`src/rtl/hist_pkg.sv`:
```
// Shared definitions for the histogram ping-pong buffer controller.
// Holds the default geometry (bins per spectrum, address and data widths),
// the drop-counter width and the stream FSM state encoding.
package hist_pkg;

  localparam int N_BINS = 1024;
  localparam int ADDR_W = 10;
  localparam int DATA_W = 16;
  localparam int DROP_W = 8;

  typedef enum logic [1:0] {
    ST_IDLE = 2'd0,
    ST_FILL = 2'd1,
    ST_DROP = 2'd2
  } state_e;

endpackage

```
`src/rtl/sat_counter.sv`:
```
// Saturating up-counter: counts inc_i pulses and sticks at all-ones.
// Ports: clk, rst_n (async active-low, clears to 0), inc_i (count enable),
//        count_o (current count, registered).
module sat_counter #(
  parameter int WIDTH = 8
) (
  input  logic             clk,
  input  logic             rst_n,
  input  logic             inc_i,
  output logic [WIDTH-1:0] count_o
);

  logic [WIDTH-1:0] count_q;
  logic [WIDTH-1:0] count_d;

  always_comb begin
    count_d = count_q;
    if (inc_i && (count_q != {WIDTH{1'b1}})) begin
      count_d = count_q + 1'b1;
    end
  end

  always_ff @(posedge clk or negedge rst_n) begin
    if (!rst_n) begin
      count_q <= '0;
    end else begin
      count_q <= count_d;
    end
  end

  assign count_o = count_q;

endmodule

```
`src/rtl/hist_buf_ctrl.sv`:
```
// Ping-pong frame-buffer controller: FFT magnitude stream -> 2-bank BRAM -> renderer.
// A complete spectrum is written to the back bank; banks swap only on frame_tick
// while the back bank holds a complete spectrum, so the display never tears.
// Frames arriving while the back bank is full (or frozen) are dropped and counted.
// Write path: beat at cycle t appears on mem_wr_* at t+1. Read path: combinational.
// Optional macro HIST_FREEZE_EN adds input `freeze` (ignore ticks, drop new frames).
// Ports: clk, rst_n, s_valid/s_data/s_last (stream, no backpressure), frame_tick,
//        disp_addr -> mem_rd_addr, mem_wr_en/mem_wr_addr/mem_wr_data, front_bank,
//        frames_dropped, frame_err.
module hist_buf_ctrl
  import hist_pkg::*;
#(
  parameter int N  = hist_pkg::N_BINS,
  parameter int AW = hist_pkg::ADDR_W,
  parameter int DW = hist_pkg::DATA_W
) (
  input  logic          clk,
  input  logic          rst_n,
`ifdef HIST_FREEZE_EN
  input  logic          freeze,
`endif
  input  logic          s_valid,
  input  logic [DW-1:0] s_data,
  input  logic          s_last,
  input  logic          frame_tick,
  input  logic [AW-1:0] disp_addr,
  output logic [AW:0]   mem_rd_addr,
  output logic          mem_wr_en,
  output logic [AW:0]   mem_wr_addr,
  output logic [DW-1:0] mem_wr_data,
  output logic          front_bank,
  output logic [DROP_W-1:0] frames_dropped,
  output logic          frame_err
);

  // Bin counter is one bit wider than an address so it can reach N and
  // stop there for over-long frames.
  localparam logic [AW:0] FULL_CNT = (AW+1)'(N);
  localparam logic [AW:0] LAST_CNT = (AW+1)'(N - 1);

  state_e        state_q, state_d;
  logic [AW:0]   cnt_q, cnt_d;
  logic          back_full_q, back_full_d;
  logic          front_bank_q, front_bank_d;
  logic          frame_err_q, frame_err_d;
  logic          wr_en_q, wr_en_d;
  logic [AW:0]   wr_addr_q, wr_addr_d;
  logic [DW-1:0] wr_data_q, wr_data_d;

  logic          freeze_w;
  logic          swap;
  logic          drop_inc;
  logic          do_wr;
  logic [AW-1:0] wr_bin;

`ifdef HIST_FREEZE_EN
  assign freeze_w = freeze;
`else
  assign freeze_w = 1'b0;
`endif

  assign swap = frame_tick & back_full_q & ~freeze_w;

  always_comb begin
    state_d      = state_q;
    cnt_d        = cnt_q;
    back_full_d  = back_full_q;
    front_bank_d = front_bank_q;
    frame_err_d  = frame_err_q;
    wr_en_d      = 1'b0;
    wr_addr_d    = wr_addr_q;
    wr_data_d    = wr_data_q;
    drop_inc     = 1'b0;
    do_wr        = 1'b0;
    wr_bin       = '0;

    // Swap is resolved before the stream so a beat coinciding with the
    // tick sees the freshly emptied back bank.
    if (swap) begin
      front_bank_d = ~front_bank_q;
      back_full_d  = 1'b0;
    end

    if (s_valid) begin
      unique case (state_q)
        ST_IDLE: begin
          if (back_full_d || freeze_w) begin
            drop_inc = 1'b1;
            if (!s_last) state_d = ST_DROP;
          end else begin
            do_wr  = 1'b1;
            wr_bin = '0;
            if (s_last) begin
              frame_err_d = 1'b1;
            end else begin
              cnt_d   = (AW+1)'(1);
              state_d = ST_FILL;
            end
          end
        end
        ST_FILL: begin
          if (cnt_q < FULL_CNT) begin
            do_wr  = 1'b1;
            wr_bin = cnt_q[AW-1:0];
            cnt_d  = cnt_q + 1'b1;
          end
          if (s_last) begin
            // A tick on this same beat saw back_full_q=0, so no swap yet.
            if (cnt_q == LAST_CNT) back_full_d = 1'b1;
            else                   frame_err_d = 1'b1;
            cnt_d   = '0;
            state_d = ST_IDLE;
          end
        end
        ST_DROP: begin
          if (s_last) state_d = ST_IDLE;
        end
        default: state_d = ST_IDLE;
      endcase
    end

    if (do_wr) begin
      wr_en_d   = 1'b1;
      wr_addr_d = {~front_bank_d, wr_bin};
      wr_data_d = s_data;
    end
  end

  always_ff @(posedge clk or negedge rst_n) begin
    if (!rst_n) begin
      state_q      <= ST_IDLE;
      cnt_q        <= '0;
      back_full_q  <= 1'b0;
      front_bank_q <= 1'b0;
      frame_err_q  <= 1'b0;
      wr_en_q      <= 1'b0;
      wr_addr_q    <= '0;
      wr_data_q    <= '0;
    end else begin
      state_q      <= state_d;
      cnt_q        <= cnt_d;
      back_full_q  <= back_full_d;
      front_bank_q <= front_bank_d;
      frame_err_q  <= frame_err_d;
      wr_en_q      <= wr_en_d;
      wr_addr_q    <= wr_addr_d;
      wr_data_q    <= wr_data_d;
    end
  end

  sat_counter #(.WIDTH(DROP_W)) u_drop_cnt (
    .clk     (clk),
    .rst_n   (rst_n),
    .inc_i   (drop_inc),
    .count_o (frames_dropped)
  );

  assign mem_rd_addr = {front_bank_q, disp_addr};
  assign mem_wr_en   = wr_en_q;
  assign mem_wr_addr = wr_addr_q;
  assign mem_wr_data = wr_data_q;
  assign front_bank  = front_bank_q;
  assign frame_err   = frame_err_q;

endmodule

```
`config.mk`:
```
export PLATFORM = sky130hd
export DESIGN_NAME = hist_buf_ctrl
export DESIGN_NICKNAME = d
export VERILOG_FILES = /design/src/rtl/hist_pkg.sv /design/src/rtl/sat_counter.sv /design/src/rtl/hist_buf_ctrl.sv
export SDC_FILE = /design/constraint.sdc
export NUM_CORES = 1
export LEC_CHECK = 0
export ABC_AREA = 1
export BUFFER_PORTS_ARGS = -buffer_cell sky130_fd_sc_hd__clkbuf_2
export CAP_MARGIN = 10
export CORE_ASPECT_RATIO = 0.9
export CORE_MARGIN = 8
export CORE_UTILIZATION = 45
export CTS_CLUSTER_DIAMETER = 200
export CTS_CLUSTER_SIZE = 24
export DETAILED_ROUTE_END_ITERATION = 8
export HOLD_SLACK_MARGIN = 0.02
export PLACE_DENSITY = 0.72
export SLEW_MARGIN = 20
export SYNTH_ARGS = -nofsm -noshare
export SYNTH_HDL_FRONTEND = slang
export SYNTH_SLANG_ARGS = --single-unit
```
`constraint.sdc`:
```
create_clock -name clk -period 2.4 [get_ports clk]
set_input_delay 0.48 -clock clk [delete_from_list [all_inputs] [get_ports clk]]
set_output_delay 0.48 -clock clk [all_outputs]
set_load 0.01 [all_outputs]
```
==> results.toml <==
[synthesis]
synth-edff-count = 0
syn_area_um2 = 2490
synth_top_area_cell = "dfrtp_1"
ys_warn_count = 0
synth_cells = 292
synth_top_area_share_pct = 52.2
ys_async_sr_fraction_pct = 100
synth_area_leaders = "dfrtp_1 52%, nand2_1 15%, nand3_1 3.8%"
syn_area_per_cell_um2 = 8.54
ys_ff_latch = 52
syn_nets = 327
synth.distinct_cells = 28
yosysSeqAreaShare_pct = 52.2
synth_flop_cell = "dfrtp_1"

[die]
rows = 25
die_area_um2 = 8190
die_x_um = 94.5
initial_core_util_pct = 46.9
die_height_um = 86.6
fp.coreArea_um2 = 5320
ios = 80

[power]
vdd_ir_drop_max_v = 0.000465
fin_total_pwr_uw = 2540
pwr_density_cell_nw_per_um2 = 884
leakage_uw = 0.00148

[timing]
fmax_mhz = 565
fin_worst_skew_ns = 0.00551
hold_violations = 0
finalCritPeriodShare_pct = 73.8
slew_violations = 0
tightest_slew_ns = 0.603
grt_setup_unrepaired = "no"
tns_ns = 0
relSlewSlack_pct = 59.8
period_minus_slack_ns = 1.77
fin_ws_ns = 0.629
setup_viol = 0

[setup_path]
endpoint_kind = "flop"
criticalPathCategory = "flop to flop"
worstPathArrival_ns = 2.00
startpoint_type = "flop"
r2r_setup_slack_ns = 0.63
crit_fanout = 18
critPathRequiredTime_ns = 2.63

[global_routing]
grt_usage_pct = 13.4
grt_max_degree = 32
antenna_found_initial = 0
grt_pass1_vias = 1900
grt_pass1_wl_um = 8940
overflow = 0

[worst_hold_path]
hold_path_class = "input port to asynchronous set/reset pin"

[clocking]
cts.sinks = 52
cts_buffers = 5
clock_path_buffers = 2
htreeDepth = 2
hold_buffers = 0
path_clk_slew_ns = 0.09
cts_root_buf = "clkbuf_8"
postCtsSetupRepairBufs = 0
insertion_delay_ns = 0.30
cts_tree = "done"
cts_resized = 0

[layout]
drive_gt1_share_pct = 24.1
nets = 379
n_antenna_cell = 0
syn_to_final_growth_pct = 15.0

[route]
wirelength_um = 5340
ant_nets = 0
viasPerCell = 4.81
drtPass1Iterations = 4
wl_per_cell_um = 13.0
vias = 1983
drt_iter0_drc = 87
drcViolationCount = 0

[run_status]
outcome = "finished clean"

[placed_design]
place_ws_ns = 0.654
gp_congestion = 0.877
hpwl_um = 4040
portBuffers = 59

[run]
maxCapViolCount = 0
[power breakdown]
part	switching (µW)	internal, µW
Clock	279	235
Combinational	530	292
Sequential	128	1070
Total	936	1600
[cell type report]
type                            count  area (µm²)
Clock buffer                        7        86.3
Clock inverter                      1        7.51
Sequential cell                    52        1300
Tap cell                           67        83.8
Inverter                           26        97.6
Multi-Input combinational cell    198         970
Timing Repair Buffer               61         323
Fill cell                         499        2450
[Yosys cell counts, types with 2 or more instances]
cell type,n
a21oi_1,3
a21oi_2,2
buf_2,2
buf_4,12
dfrtp_1,52
ha_1,4
inv_1,23
inv_2,3
nand2_1,103
nand2_2,5
nand3_1,19
nand4_1,4
nor2_1,17
nor3_2,2
o21ai_0,15
o21ai_1,8
xnor2_1,4
xor2_1,4
[stage by stage]
step,cells,hold WS (ns),utilization [%],cell area (µm²)
after floorplan,292,0.184,-,2490
after global routing,412,0.204,54.0,2870
after global placement,404,0.440,52.2,2780
final,412,0.169,54.0,2870
after detailed placement,404,0.446,52.2,2780
after CTS,412,0.182,54.0,2870
[final timing paths]
path,start,to,cells past startpoint
worst min register to register,frame_err,frame_err,1
worst min-delay path,rst_n,frame_err,1
max in group asynchronous,rst_n,mem_wr_data[10],2
worst max-delay path,state_q[1],cnt_q[9],9
min in group clk,s_data[9],mem_wr_data[9],3
worst max register to register,state_q[1],cnt_q[9],9
[logic make-up after synthesis]
| logic type | Yosys count | synth area share (%) |
|---|---|---|
| AND/OR/NAND/NOR | 155 | 26.9 |
| flip-flops | 52 | 52.2 |
| buffers and inverters | 42 | 8.98 |
| AO/OA/AOI/OAI | 31 | 7.17 |
| XOR/XNOR | 8 | 2.81 |
| adder cells (fa/ha/maj) | 4 | 2.01 |
[state kept, by name, summed over array words and instances, names as in the netlist]
name	flops
mem_wr_data	16
cnt_q	11
mem_wr_addr	11
u_drop_cnt.count_o	8
state_q	2
back_full_q	1
frame_err	1
front_bank	1
mem_wr_en	1
[layer usage]
layer | vias up | wire [µm] | GRT usage (%)
met5 | - | 0 | 0
met4 | 0 | 78 | 5.81
met3 | 8 | 440 | 3.54
met2 | 55 | 2510 | 21.1
met1 | 902 | 2320 | 16.9
li1 | 1018 | - | -
[worst max-delay path: stages, from the launching register on]
cell     delay [ns]
dfrtp_1        0.39
inv_1          0.08
ha_1           0.38
or2_1          0.17
nand2_2        0.09
nor2_8         0.26
nand3_1        0.10
nand2_1        0.08
inv_1          0.04
nor2_1         0.11
[placed cells by master, fill, tap and decap left out, drive strengths merged]
cell type	n
nand3b	1
a21boi	1
nor3	3
xnor2	4
nand3	20
or2	1
dfrtp	52
inv	26
nand4	4
buf	2
xor2	4
clkbuf	66
o21ai	23
nand2	108
ha	4
clkinvlp	1
a21o	1
nor2	18
a21oi	6
Note: power is estimated with default switching activity, not from simulation.
